$ cat src/rtl/stage_decode.sv
// RV32I decode stage: regfile read, immediate generation, RAW scoreboard, ex pipeline register.
// Latency: 1 cycle fetch->ex. Optional writeback bypass when DECODE_WB_BYPASS_EN is defined.
// Backpressure: de_stall holds fetch on a RAW hazard or when execute stalls with ex occupied.
module stage_decode #(
  parameter logic [31:0] RESET_PC   = 32'h8000_0000,
  parameter int          SB_X0_HARD = 1
) (
  input  logic        clk,
  input  logic        reset_n,
  input  logic        de_valid,
  input  logic [31:0] de_insn,
  input  logic [31:0] de_pc,
  output logic        de_stall,
  input  logic        de_flush,
  input  logic [31:0] flush_keep,
  output logic [4:0]  rf_rs1_addr,
  output logic [4:0]  rf_rs2_addr,
  input  logic [31:0] rf_rs1_data,
  input  logic [31:0] rf_rs2_data,
  input  logic        wb_valid,
  input  logic [4:0]  wb_rd,
  input  logic [31:0] wb_data,
  input  logic        ex_stall,
  output logic        ex_valid,
  output logic [31:0] ex_pc,
  output logic [4:0]  ex_opcode,
  output logic [2:0]  ex_funct3,
  output logic        ex_funct7b5,
  output logic [4:0]  ex_rd,
  output logic [31:0] ex_rs1_data,
  output logic [31:0] ex_rs2_data,
  output logic [31:0] ex_imm,
  output logic        ex_illegal
);

  localparam logic [4:0] OPC_LOAD   = 5'b00000;
  localparam logic [4:0] OPC_MISC   = 5'b00011;
  localparam logic [4:0] OPC_OPIMM  = 5'b00100;
  localparam logic [4:0] OPC_AUIPC  = 5'b00101;
  localparam logic [4:0] OPC_STORE  = 5'b01000;
  localparam logic [4:0] OPC_OP     = 5'b01100;
  localparam logic [4:0] OPC_LUI    = 5'b01101;
  localparam logic [4:0] OPC_BRANCH = 5'b11000;
  localparam logic [4:0] OPC_JALR   = 5'b11001;
  localparam logic [4:0] OPC_JAL    = 5'b11011;
  localparam logic [4:0] OPC_SYSTEM = 5'b11100;

  // One bit per architectural register: set while a write to it is in flight.
  logic [31:0] pend;
  logic [31:0] pend_nxt;

  logic [4:0]  opcode;
  logic [4:0]  rd;
  logic [4:0]  rs1;
  logic [4:0]  rs2;
  logic        legal;
  logic        use_rs1;
  logic        use_rs2;
  logic        writes_rd;
  logic [31:0] imm;
  logic        byp1;
  logic        byp2;
  logic [31:0] op1;
  logic [31:0] op2;
  logic        hazard;
  logic        accept;
  logic        issue;
  logic [31:0] set_vec;
  logic [31:0] clr_vec;

  assign opcode      = de_insn[6:2];
  assign rd          = de_insn[11:7];
  assign rs1         = de_insn[19:15];
  assign rs2         = de_insn[24:20];
  assign rf_rs1_addr = rs1;
  assign rf_rs2_addr = rs2;

  // Classify the opcode: legality, which sources are read, whether rd is written, immediate format.
  always_comb begin
    legal     = 1'b0;
    use_rs1   = 1'b0;
    use_rs2   = 1'b0;
    writes_rd = 1'b0;
    imm       = 32'd0;
    if (de_insn[1:0] == 2'b11) begin
      case (opcode)
        OPC_LOAD, OPC_OPIMM, OPC_JALR, OPC_SYSTEM: begin
          legal     = 1'b1;
          use_rs1   = 1'b1;
          writes_rd = 1'b1;
          imm       = {{20{de_insn[31]}}, de_insn[31:20]};
        end
        OPC_MISC: begin
          legal   = 1'b1;
          use_rs1 = 1'b1;
        end
        OPC_AUIPC, OPC_LUI: begin
          legal     = 1'b1;
          writes_rd = 1'b1;
          imm       = {de_insn[31:12], 12'd0};
        end
        OPC_STORE: begin
          legal   = 1'b1;
          use_rs1 = 1'b1;
          use_rs2 = 1'b1;
          imm     = {{20{de_insn[31]}}, de_insn[31:25], de_insn[11:7]};
        end
        OPC_OP: begin
          legal     = 1'b1;
          use_rs1   = 1'b1;
          use_rs2   = 1'b1;
          writes_rd = 1'b1;
        end
        OPC_BRANCH: begin
          legal   = 1'b1;
          use_rs1 = 1'b1;
          use_rs2 = 1'b1;
          imm     = {{19{de_insn[31]}}, de_insn[31], de_insn[7], de_insn[30:25], de_insn[11:8], 1'b0};
        end
        OPC_JAL: begin
          legal     = 1'b1;
          writes_rd = 1'b1;
          imm       = {{11{de_insn[31]}}, de_insn[31], de_insn[19:12], de_insn[20], de_insn[30:21], 1'b0};
        end
        default: legal = 1'b0;
      endcase
    end
    // x0 is never a real destination.
    if (rd == 5'd0) writes_rd = 1'b0;
  end

`ifdef DECODE_WB_BYPASS_EN
  // Forward the retiring write straight into the operand and ignore its pending bit.
  always_comb begin
    byp1 = wb_valid && (wb_rd == rs1) && (rs1 != 5'd0);
    byp2 = wb_valid && (wb_rd == rs2) && (rs2 != 5'd0);
    op1  = byp1 ? wb_data : rf_rs1_data;
    op2  = byp2 ? wb_data : rf_rs2_data;
  end
`else
  // Without bypass the consumer waits for the registered pending bit to drop.
  logic unused_wb_data;
  assign unused_wb_data = ^wb_data;
  always_comb begin
    byp1 = 1'b0;
    byp2 = 1'b0;
    op1  = rf_rs1_data;
    op2  = rf_rs2_data;
  end
`endif

  // Hazard detection, handshake and scoreboard next-state.
  always_comb begin
    hazard   = (use_rs1 && (rs1 != 5'd0) && pend[rs1] && !byp1) ||
               (use_rs2 && (rs2 != 5'd0) && pend[rs2] && !byp2);
    accept   = !ex_valid || !ex_stall;
    issue    = de_valid && !de_flush && accept && !hazard;
    de_stall = de_valid && !de_flush && (!accept || hazard);
    set_vec  = (issue && writes_rd) ? (32'd1 << rd) : 32'd0;
    clr_vec  = wb_valid ? (32'd1 << wb_rd) : 32'd0;
    if (de_flush) pend_nxt = flush_keep & ~clr_vec;
    else          pend_nxt = (pend & ~clr_vec) | set_vec;
    if (de_flush || (SB_X0_HARD != 0)) pend_nxt[0] = 1'b0;
  end

  // Scoreboard and ex pipeline register; fields hold while execute refuses a new insn.
  always_ff @(posedge clk or negedge reset_n) begin
    if (!reset_n) begin
      pend        <= 32'd0;
      ex_valid    <= 1'b0;
      ex_pc       <= RESET_PC;
      ex_opcode   <= 5'd0;
      ex_funct3   <= 3'd0;
      ex_funct7b5 <= 1'b0;
      ex_rd       <= 5'd0;
      ex_rs1_data <= 32'd0;
      ex_rs2_data <= 32'd0;
      ex_imm      <= 32'd0;
      ex_illegal  <= 1'b0;
    end else begin
      pend <= pend_nxt;
      if (de_flush) begin
        ex_valid <= 1'b0;
      end else if (accept) begin
        ex_valid <= issue;
        if (issue) begin
          ex_pc       <= de_pc;
          ex_opcode   <= opcode;
          ex_funct3   <= de_insn[14:12];
          ex_funct7b5 <= de_insn[30];
          ex_rd       <= writes_rd ? rd : 5'd0;
          ex_rs1_data <= op1;
          ex_rs2_data <= op2;
          ex_imm      <= imm;
          ex_illegal  <= !legal;
        end
      end
    end
  end

endmodule

$ cat config.mk
export PLATFORM = sky130hd
export DESIGN_NAME = stage_decode
export DESIGN_NICKNAME = d
export VERILOG_FILES = /design/src/rtl/stage_decode.sv
export SDC_FILE = /design/constraint.sdc
export NUM_CORES = 1
export LEC_CHECK = 0
export CORE_AREA = 2 2 192 194
export CTS_CLUSTER_SIZE = 28
export DETAILED_ROUTE_END_ITERATION = 8
export DIE_AREA = 0 0 194 196
export SYNTH_ARGS = -nofsm -noshare
export SYNTH_HDL_FRONTEND = slang
export SYNTH_SLANG_ARGS = --single-unit
$ cat constraint.sdc
create_clock -name clk -period 2.45 [get_ports clk]
set_input_delay 0.3675 -clock clk [delete_from_list [all_inputs] [get_ports clk]]
set_output_delay 0.3675 -clock clk [all_outputs]
set_load 0.005 [all_outputs]
==> summary.md <==
| Metric | Value |
|---|---|
| RSZ-0062 raised after global routing | true |
| Netlist cell types | 51 |
| Violated checks | setup timing |
| Die X | 194 um |
| Largest family of logic cells by synthesized area | multiplexers |
| Setup WS post-layout | -0.232 ns |
| P per Cell Area | 611 nW/um2 |
| Routed via count | 7348 |
| Max Slew Vio Count | 0 |
| Global placement routability congestion | 0.851 |
| FF+latch area | 4380 um2 |
| Grt total ovfl | 0 |
| Slew HR | 54.0% |
| Mapped cell area | 8570 um2 |
| Adder-Cell Fraction of Synth Area | 0% |
| Area of the multi-input gates | 3950 um2 |
| Area fraction in compound gates after synthesis | 9.52% |
| Post-route setup TNS | -17.98 ns |
| Routed wl met2 | 15000 um |
| Most used DFF post-synth | dfrtp_1 |
| Worst r2r src | pend[29]$_DFF_PN0_ |
| Fraction of layout cells with a size suffix above 1 | 29.9% |
| Largest net degree at the start of global routing | 68 |
| Hold Crit Depth | 1 |
| Endpoint, Worst Hold | ex_opcode[2]$_DFFE_PN0P_ |
| Part of the Yosys area used for sequential elements | 51.1% |
| Top sig layer | met5 |
| P&R area growth vs syn | 65.0% |
| Setup WS pre-CTS | -0.906 ns |
| Final ANT Viol Nets | 0 |
| Endpoints failing setup | 142 |
| # DRC | 0 |
| Vias in the first global route | 7646 |
| Crit path top cell by count | buf_12 |
| Asr flop ratio synth | 100% |
| Drt pass-1 iters | 5 |
| CP cell instances | buf_6, mux4_2, nand3b_1, nand4_1, o311ai_4, buf_4, o2111ai_4, buf_12, buf_12, buf_12, buf_16, mux2_4 |
| Rows | 70 |
| Mapped Avg Cell Area | 12.1 um2 |
| Gr usage total | 16.3% |
| Maximum vdd drop | 0.445 mV |
| Total power | 0.00863 W |
| Top cell type's share of synthesized area | 50.8% |
| Die ar. | 38000 um2 |
| CP bufs+invs | 6 |
| Slowest-stage cell, CP | mux4_2 |
| DPL Wire Length | 22900 um |
| Initial core utilization | 23.8% |
| Status | complete, but fails checks |
| Number of buffers created by CTS | 17 |
| Worst hold path class | flop to flop |
| Critical path type | flop to flop |
| Final #Nets | 1313 |
| I/O Buffers | 324 |
| Clk_skew | 0.0122 ns |
| Setup crit end kind | flop |
| Post-Synth XOR/XNOR Area | 0.102% |
| Metal-1 WL | 13800 um |
| Num ports | 358 |
| WL met3 | 1660 um |
| Top post-synthesis cells by area | dfrtp_1 (51%), mux2_2 (13%), mux2_4 (6.5%) |
| Syn_nets | 910 |
| First-pass GRT wire length | 47800 um |
| Mux share of post-synthesis cell area | 24.2% |
| HP Start | ex_opcode[2]$_DFFE_PN0P_ |
| H-tree Lvls | 4 |
| Slew @ Worst Pin | 0.689 ns |
| R2r endpoint | ex_rs2_data[25]$_DFFE_PN0P_ |
| Startpoint Class | flop |
| Post-synthesis simple-gate area fraction | 10.5% |
| FF-to-FF path depth | 12 |
| Placed inst area | 12900 um2 |
| Final WL | 31100 um |
| CTS tree | yes |
| Buffer depth of the longest clock path | 2 |
| Initial antenna violation count | 3 |
| Crit path max-delay family | buffers and inverters |
| EDFF count, synth | 0 |
| Min Tclk post-route | 2.68 ns |
| Clk slew on worst S/H paths | 0.08 ns |
| Fin. Hold Viols | 0 |
| Max-cap violations | 0 |
| Die Ht | 196 um |
| Syn Inst Count | 707 |
| R2r setup slk | -0.23 ns |
| Crit path largest cell delay | 0.46 ns |
| Seq cells post-synth | 175 |
| Synth warn | 0 |
| Worst-path fanout max | 8 |
| Critical path arrival | 3.00 ns |
| Fmax | 373 MHz |
| Post-route design area | 14100 um2 |
| Clk root buf | clkbuf_16 |
| Fin util | 39.2% |
| Final Cycle Share | 109% |
| Vias per std cell | 4.62 |
| Fillers | 3513 |
| WL/cell | 19.5 um |
| Standby leakage power | 5.87 nW |
| Core area | 36100 um2 |
| Clk_lat worst skew | 0.44 ns |
| Largest area contributor in the netlist | dfrtp_1 |
| DR iter-0 viols | 513 |
| Critical Path RT | 2.77 ns |
| Clock Sinks | 175 |
synthesized netlist by cell type, drive strengths merged (5+ instances only):
cell type / instances
dfrtp: 174
mux2: 134
nand2: 46
nand3: 39
o21ai: 37
nand2b: 33
buf: 31
o221ai: 31
clkbuf: 30
a21oi: 25
mux2i: 18
nor2: 17
inv: 16
mux4: 11
nand3b: 9
nor3b: 5
what timing repair did:
action                                  4_1_cts  5_1_grt
cloned                                        8        1
endpoints found under the hold margin        58        0
endpoints found under the setup margin      176      175
gates resized for setup                      52       62
pin swaps                                    10       11
hold buffers                                  1        0
setup buffers                                27        6
worst max-delay path by stage:
stage | slack (ns) | depth (start not counted) | endpoint | from
CTS | -0.26 | 13 | ex_rs1_data[22]$_DFFE_PN0P_ | pend[21]$_DFF_PN0_
floorplan | 0.04 | 9 | ex_imm[0]$_DFFE_PN0P_ | de_insn[6]
global route | -0.33 | 12 | ex_imm[27]$_DFFE_PN0P_ | pend[29]$_DFF_PN0_
finish | -0.23 | 12 | ex_rs2_data[25]$_DFFE_PN0P_ | pend[29]$_DFF_PN0_
detailed placement | -0.91 | 11 | ex_pc[22]$_DFFE_PN0P_ | de_insn[20]
global placement | -0.87 | 11 | ex_rs2_data[14]$_DFFE_PN0P_ | de_insn[20]
metal layers:
layer,vias up,track usage (%)
met1,3657,21.9
li1,3389,-
met3,34,3.42
met2,266,26.7
met4,2,4.57
met5,-,0
per-stage QoR:
stage                     hold WS (ns)  std cells
after global placement           0.417       1528
after floorplan                 0.0719        707
after global routing             0.517       1592
after detailed placement         0.421       1528
after CTS                        0.487       1590
final                            0.505       1592
power breakdown:
part           internal (W)  total [W]  switching, W  leakage (nW)
clock network       0.00139    0.00275       0.00136         0.281
registers           0.00329    0.00352      0.000227          2.12
logic               0.00155    0.00236      0.000809          3.47
layout by cell type, fill, tap and decap left out, types with 19 or more instances in the layout:
cell / count
nand3_1: 38
o21ai_2: 19
dfrtp_1: 174
buf_4: 81
a21oi_1: 25
nand2b_1: 33
mux2_4: 42
clkdlybuf4s50_1: 312
o221ai_1: 31
mux2_2: 92
nand2_1: 45
buf_12: 20
logic make-up (layout without fill, tap and decap cells):
group	after synthesis	after routing
flip-flops	175	175
AND/OR/NAND/NOR	172	172
multiplexers	163	163
AO/OA/AOI/OAI	119	119
buffers and inverters	77	493
XOR/XNOR	1	1
other	0	1
cell type report:
class                           instances  share of cell area (%)
Clock buffer                           18                    3.11
Timing Repair Buffer                  445                    32.4
Clock inverter                         14                    1.03
Multi-Input combinational cell        455                    27.9
Antenna cell                            1                  0.0177
Inverter                               16                   0.425
Tap cell                              468                    4.14
Sequential cell                       175                    31.0
sequential cells by signal, summed over array words and instances, names as in the netlist:
signal,flops
ex_funct7b5,1
ex_valid,1
ex_funct3,3
ex_illegal,1
ex_rs1_data,32
ex_pc,32
ex_rd,5
pend,31
ex_imm,32
ex_opcode,5
ex_rs2_data,32
No activity file was read; power rests on OpenSTA's default activity.
